<file path="src/rtl/ram_word_writer_if.sv">
// Write port between ram_word_writer and the CPU data RAM.
// The writer holds wr_req, wr_addr and wr_data steady until the RAM returns wr_ack.
interface ram_word_writer_if;
    logic        wr_req;
    logic [31:0] wr_addr;
    logic [31:0] wr_data;
    logic        wr_ack;

    modport master (output wr_req, output wr_addr, output wr_data, input wr_ack);
    modport slave  (input wr_req, input wr_addr, input wr_data, output wr_ack);
endinterface

</file>
<file path="src/rtl/ram_word_writer.sv">
// Button/switch driven word writer: two debounced presses build one 32-bit word,
// which is then written to the next word address. `WRITER_CKSUM_EN adds a running sum of committed words.
module ram_word_writer #(
    parameter int DB_CYCLES = 100000,
    parameter int ADDR_LAST = 60
) (
    input  logic                    clk,
    input  logic                    clr,
    input  logic                    btn_raw,
    input  logic [15:0]             sw,
    ram_word_writer_if.master       bus,
    output logic                    hold,
    output logic                    done,
    output logic [31:0]             cksum
);
    localparam int             CW      = $clog2(DB_CYCLES + 1);
    localparam logic [CW-1:0]  DB_LAST = CW'(DB_CYCLES - 1);
    localparam logic [31:0]    LAST    = 32'(ADDR_LAST);

    typedef enum logic [1:0] {S_LO, S_HI, S_REQ, S_DONE} state_t;

    logic [1:0]    sync_q;
    logic          btn_s;
    logic [CW-1:0] db_cnt;
    logic          db_lvl, db_lvl_q, press;

    assign btn_s = sync_q[1];

    // The level flips on the same edge the counter would reach DB_CYCLES.
    always_ff @(posedge clk or posedge clr) begin
        if (clr) begin
            sync_q   <= '0;
            db_cnt   <= '0;
            db_lvl   <= 1'b0;
            db_lvl_q <= 1'b0;
        end else begin
            sync_q   <= {sync_q[0], btn_raw};
            db_lvl_q <= db_lvl;
            if (btn_s == db_lvl) begin
                db_cnt <= '0;
            end else if (db_cnt == DB_LAST) begin
                db_lvl <= btn_s;
                db_cnt <= '0;
            end else begin
                db_cnt <= db_cnt + 1'b1;
            end
        end
    end

    assign press = db_lvl & ~db_lvl_q;

    state_t      state_q, state_d;
    logic        req_q, req_d;
    logic [31:0] addr_q, addr_d;
    logic [31:0] data_q, data_d;
    logic        done_q, done_d;
    logic        accept;

    always_ff @(posedge clk or posedge clr) begin
        if (clr) begin
            state_q <= S_LO;
            req_q   <= 1'b0;
            addr_q  <= '0;
            data_q  <= '0;
            done_q  <= 1'b0;
        end else begin
            state_q <= state_d;
            req_q   <= req_d;
            addr_q  <= addr_d;
            data_q  <= data_d;
            done_q  <= done_d;
        end
    end

    always_comb begin
        state_d = state_q;
        req_d   = req_q;
        addr_d  = addr_q;
        data_d  = data_q;
        done_d  = done_q;
        accept  = 1'b0;
        case (state_q)
            S_LO: if (press) begin
                data_d[15:0] = sw;
                state_d      = S_HI;
            end
            S_HI: if (press) begin
                data_d[31:16] = sw;
                req_d         = 1'b1;
                state_d       = S_REQ;
            end
            // Presses here are dropped; only the ack moves us on.
            S_REQ: if (req_q && bus.wr_ack) begin
                accept = 1'b1;
                req_d  = 1'b0;
                if (addr_q == LAST) begin
                    addr_d  = '0;
                    done_d  = 1'b1;
                    state_d = S_DONE;
                end else begin
                    addr_d  = addr_q + 32'd4;
                    state_d = S_LO;
                end
            end
            S_DONE: if (press) begin
                done_d  = 1'b0;
                state_d = S_LO;
            end
            default: state_d = S_LO;
        endcase
    end

    assign bus.wr_req  = req_q;
    assign bus.wr_addr = addr_q;
    assign bus.wr_data = data_q;
    assign hold        = (state_q == S_HI) || (state_q == S_REQ);
    assign done        = done_q;

`ifdef WRITER_CKSUM_EN
    logic [31:0] cksum_q;
    always_ff @(posedge clk or posedge clr) begin
        if (clr)         cksum_q <= '0;
        else if (accept) cksum_q <= cksum_q + data_q;
    end
    assign cksum = cksum_q;
`else
    assign cksum = '0;
`endif
endmodule

</file>
<file path="src/flat_wrapper.sv">
// flat-port wrapper written by rule: the top's interface ports become plain ports
module ram_word_writer_flat 
#(
    parameter int DB_CYCLES = 100000,
    parameter int ADDR_LAST = 60
)
  (clk, clr, btn_raw, sw, hold, done, cksum, bus_wr_req, bus_wr_addr, bus_wr_data, bus_wr_ack);
  ram_word_writer_if bus_i ();
  input  logic clk;
  input  logic clr;
  input  logic btn_raw;
  input  logic [15:0] sw;
  output logic hold;
  output logic done;
  output logic [31:0] cksum;
  output wire logic [$bits(bus_i.wr_req)-1:0] bus_wr_req;
  output wire logic [$bits(bus_i.wr_addr)-1:0] bus_wr_addr;
  output wire logic [$bits(bus_i.wr_data)-1:0] bus_wr_data;
  input wire logic [$bits(bus_i.wr_ack)-1:0] bus_wr_ack;
  assign bus_wr_req = bus_i.wr_req;
  assign bus_wr_addr = bus_i.wr_addr;
  assign bus_wr_data = bus_i.wr_data;
  assign bus_i.wr_ack = bus_wr_ack;
  ram_word_writer #(.DB_CYCLES(DB_CYCLES), .ADDR_LAST(ADDR_LAST)) u_core (.clk(clk), .clr(clr), .btn_raw(btn_raw), .sw(sw), .bus(bus_i), .hold(hold), .done(done), .cksum(cksum));
endmodule
</file>
<file path="config.mk">
export PLATFORM = sky130hd
export DESIGN_NAME = ram_word_writer_flat
export DESIGN_NICKNAME = d
export VERILOG_FILES = /design/src/rtl/ram_word_writer_if.sv /design/src/rtl/ram_word_writer.sv /design/src/flat_wrapper.sv
export SDC_FILE = /design/constraint.sdc
export NUM_CORES = 1
export LEC_CHECK = 0
export CAP_MARGIN = 0
export CORE_ASPECT_RATIO = 1.75
export CORE_MARGIN = 8
export CORE_UTILIZATION = 51
export CTS_CLUSTER_SIZE = 10
export DETAILED_ROUTE_END_ITERATION = 8
export PLACE_DENSITY = 0.84
export SYNTH_ARGS = -nofsm -noshare
export SYNTH_HDL_FRONTEND = slang
export SYNTH_SLANG_ARGS = --single-unit
</file>
<file path="constraint.sdc">
create_clock -name clk -period 8.4 [get_ports clk]
set_clock_uncertainty 0.2 [all_clocks]
set_input_delay 0.84 -clock clk [delete_from_list [all_inputs] [get_ports clk]]
set_output_delay 0.84 -clock clk [all_outputs]
set_load 0.02 [all_outputs]
</file>
==> flow_metrics.py, run 1 <==
metrics = {
    "critical_path": {
        "worst_ep_required_time_ns": 7.36,
        "worst-r2r-cell-count": 4,
        "critical_path.cell_chain": "inv_1, ha_1, clkdlybuf4s50_1",
        "critical_path_s_largest_stage_delay_ns": 0.62,
        "regToRegSetupSlack_ns": 6.13,
        "setup.worst_path.class": "register to primary output",
        "critical_path.slowest_cell": "sky130_fd_sc_hd__clkdlybuf4s50_1",
        "regToRegEndpoint": "u_core.bus.wr_addr[28]",
        "worst_setup_path_start_kind": "register",
        "endpoint_type_of_the_worst_setup_path": "primary output",
        "cp_data_arrival_time_ns": 1.77,
        "path_max_fanout": 5,
        "r2r_start": "u_core.bus.wr_addr[9]",
    },
    "timing": {
        "period_minus_slack_ns": 2.81,
        "setup_tns_ns": 0,
        "max_slew_vio_count": 0,
        "post-route-period-util_pct": 33.4,
        "setup_viol": 0,
        "worst_margin_pin_slew_ns": 1.08,
        "hold_viol": 0,
        "timing.slew.headroom_pct": 28.2,
        "fmax_mhz": 356,
        "setup_repair_after_global_routing_missed_its_margin": "false",
    },
    "layout": {
        "fin_util_pct": 66.2,
        "share_of_layout_cells_above_drive_strength_1_pct": 12.7,
        "synth_to_layout_area_growth_pct": 26.7,
        "nets": 478,
        "filler_cell_count": 615,
        "layout.cells.most_common_list": "87 x sky130_fd_sc_hd__dfrtp_1, 84 x sky130_fd_sc_hd__clkdlybuf4s50_1, 34 x sky130_fd_sc_hd__conb_1",
        "layout_cells_excl_fill": 545,
        "num_antenna_cells": 0,
        "layout_commonest_cell": "sky130_fd_sc_hd__dfrtp_1",
    },
    "global_route": {
        "grt_antenna_before_repair": 0,
        "first_global_vias": 3168,
        "grt_pass1_wl_um": 15700,
        "gr-usage-all-layers_pct": 17.1,
        "grt_start_max_net_pins": 88,
        "grt-ovfl-total": 0,
    },
    "worst_hold_path": {
        "holdPathEnd": "u_core.sync_q[1]",
        "worstHoldStart": "u_core.sync_q[0]",
        "hold_depth": 0,
        "timing.hold.worst.class": "register to register",
    },
    "clocking": {
        "worstSkewPairLatency_ns": 0.34,
        "clkSinkCount": 87,
        "cts_tree": "yes",
        "ctsHoldBuffers": 0,
        "postCtsSetupRepairBufs": 0,
        "cts-root-to-sink-buffers": 2,
        "numCtsBuffers": 9,
        "cts_resized": 0,
        "clock_tree.root_cell": "sky130_fd_sc_hd__clkbuf_16",
        "htreeDepth": 3,
        "clock_pin_slew_on_the_worst_setup_and_hold_paths_ns": 0.06,
    },
    "power_and_ir_drop": {
        "fraction_of_power_spent_switching_nets_pct": 22.3,
        "total_switching_power_uw": 202,
        "pwr-share-seq_pct": 48.1,
        "design_power_total_uw": 903,
        "power.share.combinational_pct": 7.9,
        "power.ir.vdd_worst_mv": 0.113,
        "pwr_cell_area_nw_per_um2": 172,
        "part_of_the_power_in_the_clock_network_pct": 44.0,
        "leakage_uw": 0.00227,
        "internal-power_uw": 701,
    },
    "route": {
        "top_signal_layer_used": "met4",
        "via_count": 2985,
        "met2WireLength_um": 5250,
        "via_per_inst": 5.48,
        "detail_route.wl_per_cell_um": 17.7,
        "antenna_nets_post_route": 0,
        "first_pass_iters": 4,
        "route.final.wire_length_um": 9640,
        "met3RoutedLength_um": 511,
        "detail_route.iter0.violations": 165,
        "wirelength_met1_um": 3600,
        "post_detailed_route_drc_marker_count": 0,
    },
    "synthesis": {
        "ys_seq_elements": 87,
        "synthFlopType": "sky130_fd_sc_hd__dfrtp_1",
        "syn-instance-count": 363,
        "synth_cell_types": 39,
        "synth_edf_count": 0,
        "syn_avg_cell_area_um2": 11.4,
        "synth_warnings": 0,
        "synth-seq-area-share_pct": 52.7,
        "proportion_of_synthesized_flip_flops_having_asynchronous_set_or_reset_pct": 100,
        "syn-cell-area_um2": 4130,
    },
    "place": {
        "numPlacedInstances": 530,
        "gp_routability_congestion": 0.812,
        "detailed_place_hpwl_um": 7140,
        "io_buffer_count": 84,
    },
    "run_status": {
        "run_status": "completed",
    },
    "die": {
        "die_height_um": 135,
        "floorplan.die_area_um2": 11400,
        "coreArea_um2": 7910,
        "die_span_x_um": 84.0,
        "start_util_pct": 52.3,
        "design.portCount": 119,
        "num_rows": 43,
    },
    "flow_run": {
        "cap_viol_max_count": 0,
    },
}
==> sequential cells by signal (all words and copies together), names as in the netlist <==
register	flops
u_core.bus.wr_req	1
u_core.bus.wr_addr	30
u_core.db_lvl	1
u_core.db_lvl_q	1
u_core.bus.wr_data	32
u_core.done	1
u_core.state_q	2
u_core.db_cnt	17
u_core.sync_q	2
==> kinds of logic after synthesis <==
family	Yosys count	share of synthesized area, %
fa+ha+maj	7	2.12
simple gates	125	16.9
other cells	1	0.0907
buf+inv	50	7.69
compound gates	19	2.82
flops	87	52.7
mux	33	8.99
xor+xnor	41	8.69
==> worst max-delay path: cells and delay by family, from the launching register on <==
| family | cells | cell delay, ns |
|---|---|---|
| adder cells (fa/ha/maj) | 1 | 0.29 |
| buffers and inverters | 2 | 0.72 |
| flip-flops | 1 | 0.42 |
==> how the worst max path moves through the flow <==
| stage | startpoint | endpoint | slack [ns] | depth (start not counted) |
|---|---|---|---|---|
| 2_1_floorplan | clr | u_core.bus.wr_addr[10] | 5.11 | 1 |
| 3_3_place_gp | bus_wr_ack | u_core.bus.wr_addr[28] | 5.74 | 5 |
| 3_5_place_dp | bus_wr_ack | u_core.bus.wr_addr[28] | 5.73 | 5 |
| 4_1_cts | u_core.state_q[0] | hold | 5.56 | 3 |
| 5_1_grt | u_core.state_q[0] | hold | 5.50 | 3 |
| 6_report | u_core.state_q[0] | hold | 5.59 | 3 |
==> power by group through the flow <==
stage                     clock network [uW]  logic [uW]  registers, uW
final                                    398        71.1            434
after global routing                     424        77.3            435
after CTS                                407        71.9            434
after detailed placement                   0        71.5            442
after global placement                     0        69.7            441
after floorplan                            0        41.5            451
==> Yosys cell counts (2+ instances only) <==
cell type,count,area share (%)
sky130_fd_sc_hd__a21oi_1,5,0.61
sky130_fd_sc_hd__nor2_1,21,1.9
sky130_fd_sc_hd__xor2_1,10,2.1
sky130_fd_sc_hd__inv_1,8,0.73
sky130_fd_sc_hd__ha_1,7,2.1
sky130_fd_sc_hd__nand3_1,19,2.3
sky130_fd_sc_hd__o21ai_0,7,0.85
sky130_fd_sc_hd__nor4bb_1,2,0.48
sky130_fd_sc_hd__dfrtp_1,87,53
sky130_fd_sc_hd__buf_4,34,6.2
sky130_fd_sc_hd__clkbuf_1,6,0.54
sky130_fd_sc_hd__mux2_2,33,9.0
sky130_fd_sc_hd__and3_1,12,1.8
sky130_fd_sc_hd__nand4_1,16,2.4
sky130_fd_sc_hd__nor3_1,7,0.85
sky130_fd_sc_hd__buf_2,2,0.24
sky130_fd_sc_hd__xnor2_1,31,6.6
sky130_fd_sc_hd__and4_1,4,0.85
sky130_fd_sc_hd__nor4b_1,2,0.42
sky130_fd_sc_hd__nor4_1,10,1.5
sky130_fd_sc_hd__nand2_1,22,2.0
==> routing by layer <==
metal | vias up | track usage (%)
li1 | 1382 | -
met1 | 1467 | 17.4
met2 | 117 | 30.4
met3 | 19 | 5.01
met4 | 0 | 9.07
met5 | - | 0
==> final cells by class <==
class,instances,area [um^2],share of cell area (%)
sequential,87,2180,41.6
multi-input combinational,259,1760,33.6
clock buffer,12,256,4.90
tap,90,113,2.15
inverter,8,31.3,0.597
clock inverter,3,42.5,0.812
timing repair buffer,86,856,16.3
==> metrics by stage <==
stage	hold slack (ns)	setup WS (ns)	cell area, um^2
floorplan	0.131	5.11	4260
global placement	0.144	5.74	4940
detailed placement	0.143	5.73	4940
CTS	0.153	5.56	5240
global route	0.164	5.50	5240
finish	0.153	5.59	5240
(Power assumes the default switching activity.)
==> run 2, diff against run 1 <==
--- a/config.mk
+++ b/config.mk
@@ -8,10 +8,10 @@
 export CAP_MARGIN = 0
 export CORE_ASPECT_RATIO = 1.75
 export CORE_MARGIN = 8
-export CORE_UTILIZATION = 51
+export CORE_UTILIZATION = 43
 export CTS_CLUSTER_SIZE = 10
 export DETAILED_ROUTE_END_ITERATION = 8
-export PLACE_DENSITY = 0.84
+export PLACE_DENSITY = 0.75
 export SYNTH_ARGS = -nofsm -noshare
 export SYNTH_HDL_FRONTEND = slang
 export SYNTH_SLANG_ARGS = --single-unit
==> constraint.sdc (replaced) <==
create_clock -name clk -period 2.25 [get_ports clk]
set_clock_uncertainty 0.2 [all_clocks]
set_input_delay 0.225 -clock clk [delete_from_list [all_inputs] [get_ports clk]]
set_output_delay 0.225 -clock clk [all_outputs]
set_load 0.02 [all_outputs]
==> run 2 against run 1 <==
Worst hold slack worse by 0.032 ns. Worst setup slack got worse by 5.4 ns. Die area up 16%. Clock-buffer cell count rose by 1. Critical endpoint is now u_core.bus.wr_addr[28]. Combinational power increased to 3.8 times the previous value. First-iteration DRC count shrank 13%. Sequential power grew to 3.7 times the previous value. Flip-flop and latch count unchanged. Register-to-register slack worse by 5.9 ns. Clock power grew to 3.5 times the previous value. Wire length up 2.1%. Critical path depth is 3 higher.
==> flow_metrics.py, run 2 (same netlist as run 1, synthesis figures left out) <==
metrics = {
    "timing": {
        "post-route-period-util_pct": 91.1,
        "period_minus_slack_ns": 2.05,
        "setup_repair_after_global_routing_missed_its_margin": "false",
        "worst_margin_pin_slew_ns": 0.603,
        "hold_slack_ns": 0.121,
        "fmax_mhz": 488,
        "hold_viol": 0,
        "setup_tns_ns": 0,
        "max_slew_vio_count": 0,
        "timing.slew.headroom_pct": 59.7,
        "setup_viol": 0,
    },
    "layout": {
        "synth_to_layout_area_growth_pct": 29.5,
        "nets": 487,
        "share_of_layout_cells_above_drive_strength_1_pct": 14.4,
        "multi_input_comb_area_um2": 1760,
        "max_reg_flops": 32,
        "layout.cells.most_common_list": "87 x sky130_fd_sc_hd__dfrtp_1, 83 x sky130_fd_sc_hd__clkdlybuf4s50_1, 34 x sky130_fd_sc_hd__conb_1",
        "layout_commonest_cell": "sky130_fd_sc_hd__dfrtp_1",
        "filler_cell_count": 810,
        "ff_latch_area_um2": 2180,
        "num_antenna_cells": 0,
    },
    "critical_path": {
        "cp.depth": 6,
        "critPathMostFrequentCell": "sky130_fd_sc_hd__and3_1",
        "worst_path_dominant_cell_family": "simple AND/OR/NAND/NOR gates",
        "worst-r2r-cell-count": 6,
        "critical_path_s_largest_stage_delay_ns": 0.42,
        "critical_path_buf_inv_count": 1,
        "cp_data_arrival_time_ns": 2.06,
        "regToRegEndpoint": "u_core.bus.wr_addr[28]",
        "worst_ep_required_time_ns": 2.26,
        "regToRegSetupSlack_ns": 0.20,
        "r2r_start": "u_core.state_q[0]",
        "path_max_fanout": 8,
        "setup.worst_path.class": "register to register",
        "timing.critical_path.from": "u_core.state_q[0]",
        "critical_path.cell_chain": "inv_1, ha_1, and3_1, and3_1, nand4_1, xnor2_1",
        "endpoint_type_of_the_worst_setup_path": "register",
        "critical_path.slowest_cell": "sky130_fd_sc_hd__dfrtp_1",
        "critical_path.endpoint": "u_core.bus.wr_addr[28]",
        "worst_setup_path_start_kind": "register",
    },
    "global_route": {
        "grtUsageMet1_pct": 16.4,
        "grt_antenna_before_repair": 0,
        "grt_pass1_wl_um": 16200,
        "grtUsageMet2_pct": 27.2,
        "gr-usage-all-layers_pct": 15.3,
        "grt_busiest_layer": "met2",
        "grt_use_met3_pct": 4.60,
        "grt-ovfl-total": 0,
        "grt_start_max_net_pins": 41,
        "first_global_vias": 3192,
    },
    "clocking": {
        "cts-root-to-sink-buffers": 2,
        "worstSkewPairLatency_ns": 0.33,
        "numCtsBuffers": 9,
        "clkSinkCount": 87,
        "ctsHoldBuffers": 0,
        "clock_pin_slew_on_the_worst_setup_and_hold_paths_ns": 0.06,
        "cts_tree": "yes",
        "clock_tree.root_cell": "sky130_fd_sc_hd__clkbuf_16",
        "htreeDepth": 3,
        "postCtsSetupRepairBufs": 0,
    },
    "place": {
        "gp_routability_congestion": 0.801,
        "io_buffer_count": 84,
        "detailed_place_hpwl_um": 7370,
    },
    "route": {
        "detail_route.iter0.violations": 143,
        "via_count": 2992,
        "first_pass_iters": 4,
        "route.final.wire_length_um": 9840,
        "via_per_inst": 5.10,
        "detail_route.wl_per_cell_um": 16.8,
        "post_detailed_route_drc_marker_count": 0,
        "antenna_nets_post_route": 0,
    },
    "die": {
        "num_rows": 47,
        "design.portCount": 119,
        "coreArea_um2": 9410,
        "floorplan.die_area_um2": 13100,
        "die_height_um": 146,
        "start_util_pct": 43.9,
        "die_span_x_um": 90.1,
    },
    "worst_hold_path": {
        "timing.hold.worst.class": "input port to async pin",
    },
    "power_and_ir_drop": {
        "leakage_uw": 0.00232,
        "pwr_cell_area_nw_per_um2": 610,
        "power.ir.vdd_worst_mv": 0.506,
    },
    "run_status": {
        "run_status": "completed",
    },
    "flow_run": {
        "cap_viol_max_count": 0,
    },
}
## run 2: cell types whose count changed in the layout (fill, tap and decap cells not counted)
cell,previous run,this run
sky130_fd_sc_hd__bufinv_16,1,0
sky130_fd_sc_hd__buf_4,2,9
sky130_fd_sc_hd__clkbuf_1,1,2
sky130_fd_sc_hd__clkdlybuf4s50_1,84,83
sky130_fd_sc_hd__buf_12,0,2
sky130_fd_sc_hd__clkinvlp_4,1,2
sky130_fd_sc_hd__dlymetal6s2s_1,0,1
## run 2: layout make-up
type / count / area share, %
Sequential cell: 87 / 40.7
Timing Repair Buffer: 95 / 17.8
Clock inverter: 3 / 0.327
Clock buffer: 13 / 4.86
Tap cell: 122 / 2.85
Inverter: 8 / 0.631
Multi-Input combinational cell: 259 / 32.9
## run 2: worst min-delay path by stage
stage          cells past startpoint  slack, ns              from                 to
6_report                           2       0.12               clr  u_core.db_cnt[13]
5_1_grt                            1       0.14           btn_raw   u_core.sync_q[0]
4_1_cts                            2       0.15               clr  u_core.db_cnt[13]
3_5_place_dp                       0       0.14  u_core.sync_q[0]   u_core.sync_q[1]
3_3_place_gp                       0       0.14  u_core.sync_q[0]   u_core.sync_q[1]
2_1_floorplan                      0       0.06           btn_raw   u_core.sync_q[0]
## run 2: power by group
group	switching, uW	internal, uW	total [uW]	leakage [uW]
Combinational	161	111	272	0.00106
Sequential	19.5	1600	1620	0.00112
Clock	570	805	1380	0.000136
## run 2: timing repair
action / CTS / global route
gates resized for setup: 0 / 1
endpoints found under the setup margin: 0 / 1
hold endpoints to repair: 0 / 0
## run 2: per-layer routing
layer	vias up	share of wire (%)
li1	1398	-
met1	1479	39
met2	103	53
met3	12	5.8
met4	0	2.1
met5	-	0
## run 2: through the flow
step | power [uW] | utilization, % | instances | setup slack (ns) | cell area (um^2)
floorplan | 1840 | - | 396 | 0.151 | 4260
CTS | 3300 | 56.9 | 587 | 0.0284 | 5350
global route | 3400 | 56.9 | 587 | 0.0218 | 5350
detailed placement | 1920 | 53.9 | 571 | 0.195 | 5070
global placement | 1920 | 53.9 | 571 | 0.277 | 5070
finish | 3270 | 56.9 | 587 | 0.199 | 5350
## run 2: worst register-to-register path: stages (launching register included)
cell	delay, ns
sky130_fd_sc_hd__dfrtp_1	0.42
sky130_fd_sc_hd__inv_1	0.12
sky130_fd_sc_hd__ha_1	0.28
sky130_fd_sc_hd__and3_1	0.25
sky130_fd_sc_hd__and3_1	0.36
sky130_fd_sc_hd__nand4_1	0.16
sky130_fd_sc_hd__xnor2_1	0.15
==> run 3, diff against run 2 <==
--- a/config.mk
+++ b/config.mk
@@ -6,9 +6,11 @@
 export NUM_CORES = 1
 export LEC_CHECK = 0
 export CAP_MARGIN = 0
+export CELL_PAD_IN_SITES_DETAIL_PLACEMENT = 1
+export CELL_PAD_IN_SITES_GLOBAL_PLACEMENT = 1
 export CORE_ASPECT_RATIO = 1.75
 export CORE_MARGIN = 8
-export CORE_UTILIZATION = 43
+export CORE_UTILIZATION = 33
 export CTS_CLUSTER_SIZE = 10
 export DETAILED_ROUTE_END_ITERATION = 8
 export PLACE_DENSITY = 0.75
==> run 3 against run 2 <==
Worst hold slack worse by 0.0033 ns. Combinational power is 4% higher. Register-to-register slack worse by 0.03 ns. Worst setup slack got worse by 0.028 ns. Power is 6.0% higher. Utilization shrank 12 points. Flip-flop and latch count unchanged. Critical endpoint is now u_core.bus.wr_addr[6].
==> flow_metrics.py, run 3 (same netlist as run 1, synthesis figures left out) <==
metrics = {
    "global_route": {
        "grt_pass1_wl_um": 18300,
        "grt-ovfl-total": 0,
        "first_global_vias": 3490,
        "gr-usage-all-layers_pct": 14.4,
        "grt_antenna_before_repair": 0,
        "grt_start_max_net_pins": 27,
    },
    "layout": {
        "layout_cells_excl_fill": 639,
        "nets": 493,
        "ff_latch_area_um2": 2180,
        "layout_commonest_cell": "sky130_fd_sc_hd__dfrtp_1",
        "fin_util_pct": 44.5,
        "synth_to_layout_area_growth_pct": 33.3,
        "layout.cells.most_common_list": "87 x sky130_fd_sc_hd__dfrtp_1, 83 x sky130_fd_sc_hd__clkdlybuf4s50_1, 34 x sky130_fd_sc_hd__conb_1",
        "num_antenna_cells": 0,
        "share_of_layout_cells_above_drive_strength_1_pct": 16.3,
        "max_reg_flops": 32,
        "multi_input_comb_area_um2": 1770,
        "filler_cell_count": 1358,
    },
    "route": {
        "via_count": 3046,
        "route.final.wire_length_um": 11500,
        "post_detailed_route_drc_marker_count": 0,
        "met3RoutedLength_um": 480,
        "wirelength_met1_um": 4220,
        "top_signal_layer_used": "met4",
        "first_pass_iters": 4,
        "detail_route.wl_per_cell_um": 18.0,
        "via_per_inst": 4.77,
        "met2WireLength_um": 6480,
        "detail_route.iter0.violations": 53,
        "antenna_nets_post_route": 0,
    },
    "place": {
        "io_buffer_count": 84,
        "detailed_place_hpwl_um": 8610,
        "gp_routability_congestion": 0.814,
        "numPlacedInstances": 623,
    },
    "critical_path": {
        "setup.worst_path.class": "register to register",
        "worst_ep_required_time_ns": 2.30,
        "critical_path_buf_inv_count": 2,
        "critical_path.cell_chain": "inv_1, ha_1, and3_1, buf_4, nand2_1, or2_2, o21ai_0",
        "cp_data_arrival_time_ns": 2.13,
        "path_max_fanout": 7,
        "worst_setup_path_start_kind": "register",
        "critical_path_s_largest_stage_delay_ns": 0.42,
        "worst_path_dominant_cell_family": "simple AND/OR/NAND/NOR gates",
        "endpoint_type_of_the_worst_setup_path": "register",
        "critical_path.slowest_cell": "sky130_fd_sc_hd__dfrtp_1",
    },
    "die": {
        "start_util_pct": 33.4,
        "floorplan.die_area_um2": 16500,
        "coreArea_um2": 12400,
        "die_height_um": 164,
        "design.portCount": 119,
        "die_span_x_um": 101,
        "num_rows": 54,
    },
    "clocking": {
        "ctsHoldBuffers": 0,
        "htreeDepth": 3,
        "clkSinkCount": 87,
        "cts_tree": "yes",
        "cts-root-to-sink-buffers": 2,
        "clock_pin_slew_on_the_worst_setup_and_hold_paths_ns": 0.07,
        "clock_tree.root_cell": "sky130_fd_sc_hd__clkbuf_16",
        "postCtsSetupRepairBufs": 0,
        "numCtsBuffers": 9,
        "worstSkewPairLatency_ns": 0.34,
    },
    "timing": {
        "max_slew_vio_count": 0,
        "hold_viol": 0,
        "fmax_mhz": 481,
        "setup_tns_ns": 0,
        "post-route-period-util_pct": 92.4,
        "period_minus_slack_ns": 2.08,
        "timing.slew.headroom_pct": 54.6,
        "setup_repair_after_global_routing_missed_its_margin": "false",
        "worst_margin_pin_slew_ns": 0.679,
        "setup_viol": 0,
    },
    "power_and_ir_drop": {
        "pwr_cell_area_nw_per_um2": 629,
        "power.ir.vdd_worst_mv": 0.420,
        "leakage_uw": 0.00237,
    },
    "run_status": {
        "run_status": "completed",
    },
    "flow_run": {
        "cap_viol_max_count": 0,
    },
    "worst_hold_path": {
        "timing.hold.worst.class": "input port to register",
    },
}
run 3: cell count changes in the layout (fill, tap and decap cells not counted), moves of 2 or more:
| cell | previous run | this run |
|---|---|---|
| sky130_fd_sc_hd__clkbuf_1 | 2 | 0 |
| sky130_fd_sc_hd__buf_4 | 9 | 14 |
| sky130_fd_sc_hd__inv_6 | 0 | 4 |
| sky130_fd_sc_hd__clkinv_2 | 2 | 0 |
run 3: area by class of cell:
class	instances	share of cell area (%)
Tap cell	168	3.82
Multi-Input combinational cell	259	32.1
Inverter	8	0.613
Timing Repair Buffer	101	18.2
Clock buffer	10	4.34
Sequential cell	87	39.5
Clock inverter	6	1.34
run 3: stage by stage:
step	hold WS (ns)	setup WS, ns	area (um^2)	total power (uW)
floorplan	0.0564	0.151	4260	1840
global placement	0.141	0.207	5190	1930
detailed placement	0.148	0.153	5190	1940
CTS	0.113	0.133	5500	3510
global route	0.125	0.00170	5510	3580
finish	0.118	0.171	5510	3460
run 3: power breakdown:
group          leakage [uW]  internal [uW]  switching [uW]
Clock              0.000154            909             651
Combinational       0.00109            115             167
Sequential          0.00112           1600            21.3
run 3: timing repair:
item	4_1_cts	5_1_grt
gates cloned	0	0
resized for setup	1	2
endpoints found under the setup margin	1	3
run 3: worst reg2reg max path, cell delays in order, from the launching register on:
cell                      delay [ns]
sky130_fd_sc_hd__dfrtp_1        0.42
sky130_fd_sc_hd__inv_1          0.12
sky130_fd_sc_hd__ha_1           0.28
sky130_fd_sc_hd__and3_1         0.26
sky130_fd_sc_hd__buf_4          0.16
sky130_fd_sc_hd__nand2_1        0.07
sky130_fd_sc_hd__or2_2          0.28
sky130_fd_sc_hd__o21ai_0        0.19
run 3: worst paths after layout:
kind | cells past startpoint | from | slack (ns) | end
max | 7 | u_core.state_q[0] | 0.17 | u_core.bus.wr_addr[6]
min | 1 | btn_raw | 0.12 | u_core.sync_q[0]
max reg2reg | 7 | u_core.state_q[0] | 0.17 | u_core.bus.wr_addr[6]
min reg2reg | 0 | u_core.sync_q[0] | 0.16 | u_core.sync_q[1]
max in group asynchronous | 3 | clr | 1.17 | u_core.bus.wr_data[7]
min in group asynchronous | 2 | clr | 0.14 | u_core.bus.wr_data[26]
run 3: routing by layer:
metal | up-vias | track usage [%]
met5 | - | 0
met4 | 0 | 6.85
met3 | 18 | 3.23
met2 | 90 | 27.1
met1 | 1530 | 14.3
li1 | 1408 | -
==> patch 1: new RTL, config.mk and constraints of run 2 <==
Encoding of `state_t`: now one-hot (4 bits for 4 states).
--- a/src/rtl/ram_word_writer.sv
+++ b/src/rtl/ram_word_writer.sv
@@ -17,7 +17,7 @@
     localparam logic [CW-1:0]  DB_LAST = CW'(DB_CYCLES - 1);
     localparam logic [31:0]    LAST    = 32'(ADDR_LAST);
 
-    typedef enum logic [1:0] {S_LO, S_HI, S_REQ, S_DONE} state_t;
+    typedef enum logic [3:0] {S_LO = 4'b0001, S_HI = 4'b0010, S_REQ = 4'b0100, S_DONE = 4'b1000} state_t;
 
     logic [1:0]    sync_q;
     logic          btn_s;
Check against the original RTL: same outputs for any inputs over 10 cycles, from zero or initial values; not proved beyond that.
==> patch 1 against run 2 <==
Global-route usage increased by 0.39 points. Area after synthesis increased by 2.6%. Maximum frequency decreased by 5.4%. Power increased by 6.0%. Die area increased by 2.2%. Clock power increased by 11%. Sequential cell count increased by 2. Wire length increased by 2.7%. First-iteration DRC count decreased by 22%. Synthesized cell count increased by 3.3%. Design area increased by 4.1%. Non-clock buffer count increased by 9. Worst setup slack got worse by 0.12 ns.
==> patch 1: results (changes against run 2) <==
- Status: completed (unchanged)
- Clock Latency Late Sink: 0.34 ns
- Worst-Margin Slew: 0.504 ns (was 0.603 ns)
- Maximum vdd ir drop: 0.551 mV (was 0.506 mV)
- First-pass GRT wire length: 16900 um (was 16200 um)
- WP data arrival: 2.23 ns (was 2.06 ns)
- GP Congestion: 0.800 (was 0.801)
- Placed cells: 593 (was 571)
- Maximum number of pins on one net before global-route repair: 90 (was 41)
- Layout cells sized above 1: 16.7% (was 14.4%)
- CP Max Fanout: 7 (was 8)
- Pleak: 2.41 nW (was 2.32 nW)
- Max reg flops: 32 (unchanged)
- WL/cell: 16.6 um (was 16.8 um)
- Mean area per synthesized cell: 11.3 um2 (was 11.4 um2)
- Dominant synthesized flop cell: dfrtp_1 (unchanged)
- Total iterations of the first detailed-routing run: 4 (unchanged)
- Critical path's slowest cell: or4b_4 (was dfrtp_1)
- Num CTS Buffers: 9 (unchanged)
- CP delay by family, top: simple AND/OR/NAND/NOR gates (unchanged)
- Total GRT Usage: 15.7% (was 15.3%)
- Top post-synthesis cells by count: dfrtp_1 (88), buf_4 (34), mux2_2 (33) (was dfrtp_1 (87), buf_4 (34), mux2_2 (33))
- Vias: 3183 (was 2992)
- Yosys cell types: 41 (was 39)
- Setup_tns: 0 ns (unchanged)
- Post-CTS setup buffers: 0 (unchanged)
- H-tree Lvls: 3 (unchanged)
- Diodes inserted: 0 (unchanged)
- Sw Ratio: 23.6% (was 23.0%)
- Routed WL: 10100 um (was 9840 um)
- Sequential cell area fraction in the yosys report: 52.6% (was 52.7%)
- Resized Gates After CTS: 1 (was 0)
- Detail Placement HPWL: 7480 um (was 7370 um)
- Asr flop ratio synth: 100% (unchanged)
- YS warnings: 0 (unchanged)
- Synth area leaders: dfrtp_1 (52%), mux2_2 (8.8%), buf_4 (6.0%), xnor2_1 (5.2%), xor2_1 (3.3%) (was dfrtp_1 (53%), mux2_2 (9.0%), xnor2_1 (6.6%), buf_4 (6.2%), nand4_1 (2.4%))
- Drt initial violations: 111 (was 143)
- Vias in the first global route: 3415 (was 3192)
- Layout Nets: 501 (was 487)
- Slowest stage delay, CP: 0.57 ns (was 0.42 ns)
==> patch 1: changes by cell type after synthesis, sizes merged, moves of 4 or more <==
cell	run 2	this run
xnor2	31	25
nor4	11	15
ha	7	2
and3	12	2
nand4	16	20
nor3	7	12
xor2	10	16
==> patch 1: power groups by stage <==
stage | registers (W) | clock network (W) | logic [W]
after CTS | 0.00166 | 0.00156 | 0.000282
after global routing | 0.00166 | 0.00162 | 0.000303
after floorplan | 0.00172 | 0 | 0.000160
after detailed placement | 0.00169 | 0 | 0.000281
final | 0.00166 | 0.00153 | 0.000278
after global placement | 0.00168 | 0 | 0.000275
==> patch 1: path summary, 6_finish.rpt <==
path                                          endpoint  depth (start not counted)  slack, ns               from
worst min-delay path             u_core.bus.wr_data[1]                          3       0.12                clr
worst max-delay path            u_core.bus.wr_addr[15]                          4       0.08  u_core.state_q[1]
worst max register to register  u_core.bus.wr_addr[15]                          4       0.08  u_core.state_q[1]
worst min register to register        u_core.sync_q[1]                          0       0.15   u_core.sync_q[0]
max in group asynchronous            u_core.state_q[0]                          3       1.30                clr
min in group clk                      u_core.sync_q[0]                          1       0.12            btn_raw
==> patch 1: worst register-to-register path, delay by kind of cell (launching register included) <==
| family | cells | cell delay [ns] |
|---|---|---|
| XOR/XNOR | 1 | 0.16 |
| flip-flops | 1 | 0.39 |
| AND/OR/NAND/NOR | 3 | 1.34 |
==> patch 1: per-stage QoR <==
stage / setup slack (ns) / utilization (%) / total power [W] / hold WS, ns / instance area (um2)
CTS: 0.0228 / 57.1 / 0.00350 / 0.115 / 5550
detailed placement: 0.0669 / 53.9 / 0.00197 / 0.140 / 5250
finish: 0.0827 / 57.3 / 0.00346 / 0.122 / 5570
floorplan: -0.0539 / - / 0.00188 / 0.0564 / 4390
global placement: 0.105 / 53.9 / 0.00196 / 0.135 / 5250
global route: -0.000120 / 57.3 / 0.00358 / 0.131 / 5570
==> patch 1: cells by family after synthesis <==
logic type | count (synthesis) | synth area share (%)
adder cells (fa/ha/maj) | 2 | 0.590
other | 1 | 0.0884
flip-flops | 89 | 52.6
XOR/XNOR | 41 | 8.47
AND/OR/NAND/NOR | 141 | 18.6
multiplexers | 33 | 8.76
buffers and inverters | 50 | 7.97
AO/OA/AOI/OAI | 18 | 2.92
==> patch 1: routing by layer <==
metal	vias up	GRT usage [%]	share of wire, %
li1	1465	-	-
met1	1581	15.0	36
met2	110	28.6	54
met3	27	5.57	6.6
met4	0	8.16	3.0
met5	-	0	0
==> patch 1: final cells by class <==
type | count | area [um2]
fillers | 858 | 4160
flip-flops and latches | 89 | 2230
multi-input cells | 269 | 1840
repair buffers | 104 | 1010
clock buffers | 11 | 243
well taps | 125 | 156
clock inverters | 5 | 63.8
inverters | 6 | 26.3
==> patch 2: new RTL, flow settings as in run 2 <==
Without the edit above. Add a define of `WRITER_CKSUM_EN`.
--- a/src/rtl/ram_word_writer.sv
+++ b/src/rtl/ram_word_writer.sv
@@ -1,5 +1,7 @@
 // Button/switch driven word writer: two debounced presses build one 32-bit word,
 // which is then written to the next word address. `WRITER_CKSUM_EN adds a running sum of committed words.
+`define WRITER_CKSUM_EN
+
 module ram_word_writer #(
     parameter int DB_CYCLES = 100000,
     parameter int ADDR_LAST = 60
Formal check against the unedited RTL: no difference found for any inputs over 10 cycles, from zero or initial values; that may be too few to reach the edited logic, so the function may still have changed.
==> patch 2 against run 2 <==
The run now ends with setup timing left. Wire length increased by 120%. First-iteration DRC count rose by 61%. Utilization up 12 points. Synthesized cell count rose by 80%. Area after synthesis grew 57%. Sequential cell count rose by 32. Design area up 91%. Worst setup slack lost 0.90 ns. Power rose by 72%. Maximum frequency shrank 31%. Hold slack worse by 0.075 ns. Sequential power rose by 36%. Die area rose by 48%. Critical path type unchanged.
==> patch 2: results (changes against run 2) <==
- Clock network fraction of total power: 52.2% (was 42.1%)
- Max-slew headroom: 62.7% (was 59.7%)
- Status: complete, but fails checks (was completed)
- Layout Nets: 995 (was 487)
- Resized Gates After CTS: 41 (was 0)
- Total GRT Usage: 21.9% (was 15.3%)
- Layout cells sized above 1: 33.3% (was 14.4%)
- Maximum number of pins on one net before global-route repair: 58 (was 41)
- Placed cells: 1076 (was 571)
- Met1 wire length: 7340 um (was 3820 um)
- Failing checks: setup timing
- Seq pwr share: 39.2% (was 49.6%)
- Final worst setup slack: -0.705 ns (was 0.199 ns)
- Met3 usage: 5.39% (was 4.60%)
- Met2 wire len: 12200 um (was 5250 um)
- Reg2Reg Depth: 10 (was 6)
- Post-Place Cell Area: 9070 um2 (was 5070 um2)
- Routed WL: 21700 um (was 9840 um)
- DR WL met3: 1270 um (was 569 um)
- Pre-CTS WS: -0.628 ns (was 0.195 ns)
- Worst hold margin: 0.0464 ns (was 0.121 ns)
- Synth area leaders: dfrtp_1 (46%), ha_1 (7.3%), mux2_2 (5.9%), xnor2_1 (5.8%), nand2_1 (4.9%) (was dfrtp_1 (53%), mux2_2 (9.0%), xnor2_1 (6.6%), buf_4 (6.2%), nand4_1 (2.4%))
- Port bufs: 116 (was 84)
- Mapped Cells: 653 (was 363)
- Critical R2R Launch: u_core.cksum[0] (was u_core.state_q[0])
- Slowest stage delay, CP: 0.45 ns (was 0.42 ns)
- Maximum vdd ir drop: 0.445 mV (was 0.506 mV)
- Reg-to-reg critical path endpoint: u_core.cksum[30] (was u_core.bus.wr_addr[28])
- Vias: 6188 (was 2992)
- WP data arrival: 3.06 ns (was 2.06 ns)
- Detail Placement HPWL: 15300 um (was 7370 um)
- Post-CTS setup buffers: 12 (was 0)
- GR Util met1: 20.6% (was 16.4%)
- Sequential cell area fraction in the yosys report: 46.0% (was 52.7%)
- GP Congestion: 0.885 (was 0.801)
- Drt initial violations: 230 (was 143)
- Hold Path Class: in2reg (was in2async)
- Sw Ratio: 23.6% (was 23.0%)
- H-tree Lvls: 4 (was 3)
- Vias in the first global route: 6611 (was 3192)
- Setup_tns: -10.37 ns (was 0 ns)
- Critical Path Start: u_core.cksum[0] (was u_core.state_q[0])
- Final setup viols: 26 (was 0)
- Hold EP: u_core.sync_q[0]
- Num CTS Buffers: 17 (was 9)
- Internal cell power: 0.00430 W (was 0.00252 W)
- Total iterations of the first detailed-routing run: 5 (was 4)
- Number of antenna violations at the first check in global routing: 1 (was 0)
- Yosys cell types: 54 (was 39)
- Pleak: 4.68 nW (was 2.32 nW)
- Top post-synthesis cells by count: dfrtp_1 (119), nand2_1 (84), nor2_1 (52) (was dfrtp_1 (87), buf_4 (34), mux2_2 (33))
- # hold bufs at CTS: 1 (was 0)
- First-pass GRT wire length: 32800 um (was 16200 um)
- Met2 usage: 42.0% (was 27.2%)
- Vias per cell: 5.47 (was 5.10)
- Clock Latency Late Sink: 0.42 ns (was 0.33 ns)
- CP Max Fanout: 3 (was 8)
[patch 2: kinds of logic (layout without fill, tap and decap cells)]
logic type | count (synthesis) | after routing | synth area share, %
AND/OR/NAND/NOR | 230 | 230 | 16.9
adder cells (fa/ha/maj) | 39 | 39 | 7.65
buffers and inverters | 36 | 331 | 2.20
multiplexers | 35 | 35 | 6.07
other | 1 | 2 | 0.0579
flip-flops | 119 | 119 | 46.0
XOR/XNOR | 71 | 71 | 9.60
AO/OA/AOI/OAI | 122 | 122 | 11.6
[patch 2: critical path: cells and delay by family, from the launching register on]
family | cells | cell delay (ns)
compound gates | 3 | 0.60
fa+ha+maj | 2 | 0.39
flops | 1 | 0.39
simple gates | 5 | 1.26
[patch 2: final cells by class]
cell class / instances / area, um2 / area share [%]
sequential: 119 / 3000 / 29.3
timing repair buffer: 283 / 2500 / 24.5
clock buffer: 18 / 439 / 4.29
tap: 183 / 229 / 2.24
clock inverter: 14 / 198 / 1.93
inverter: 16 / 63.8 / 0.624
multi-input combinational: 499 / 3800 / 37.1
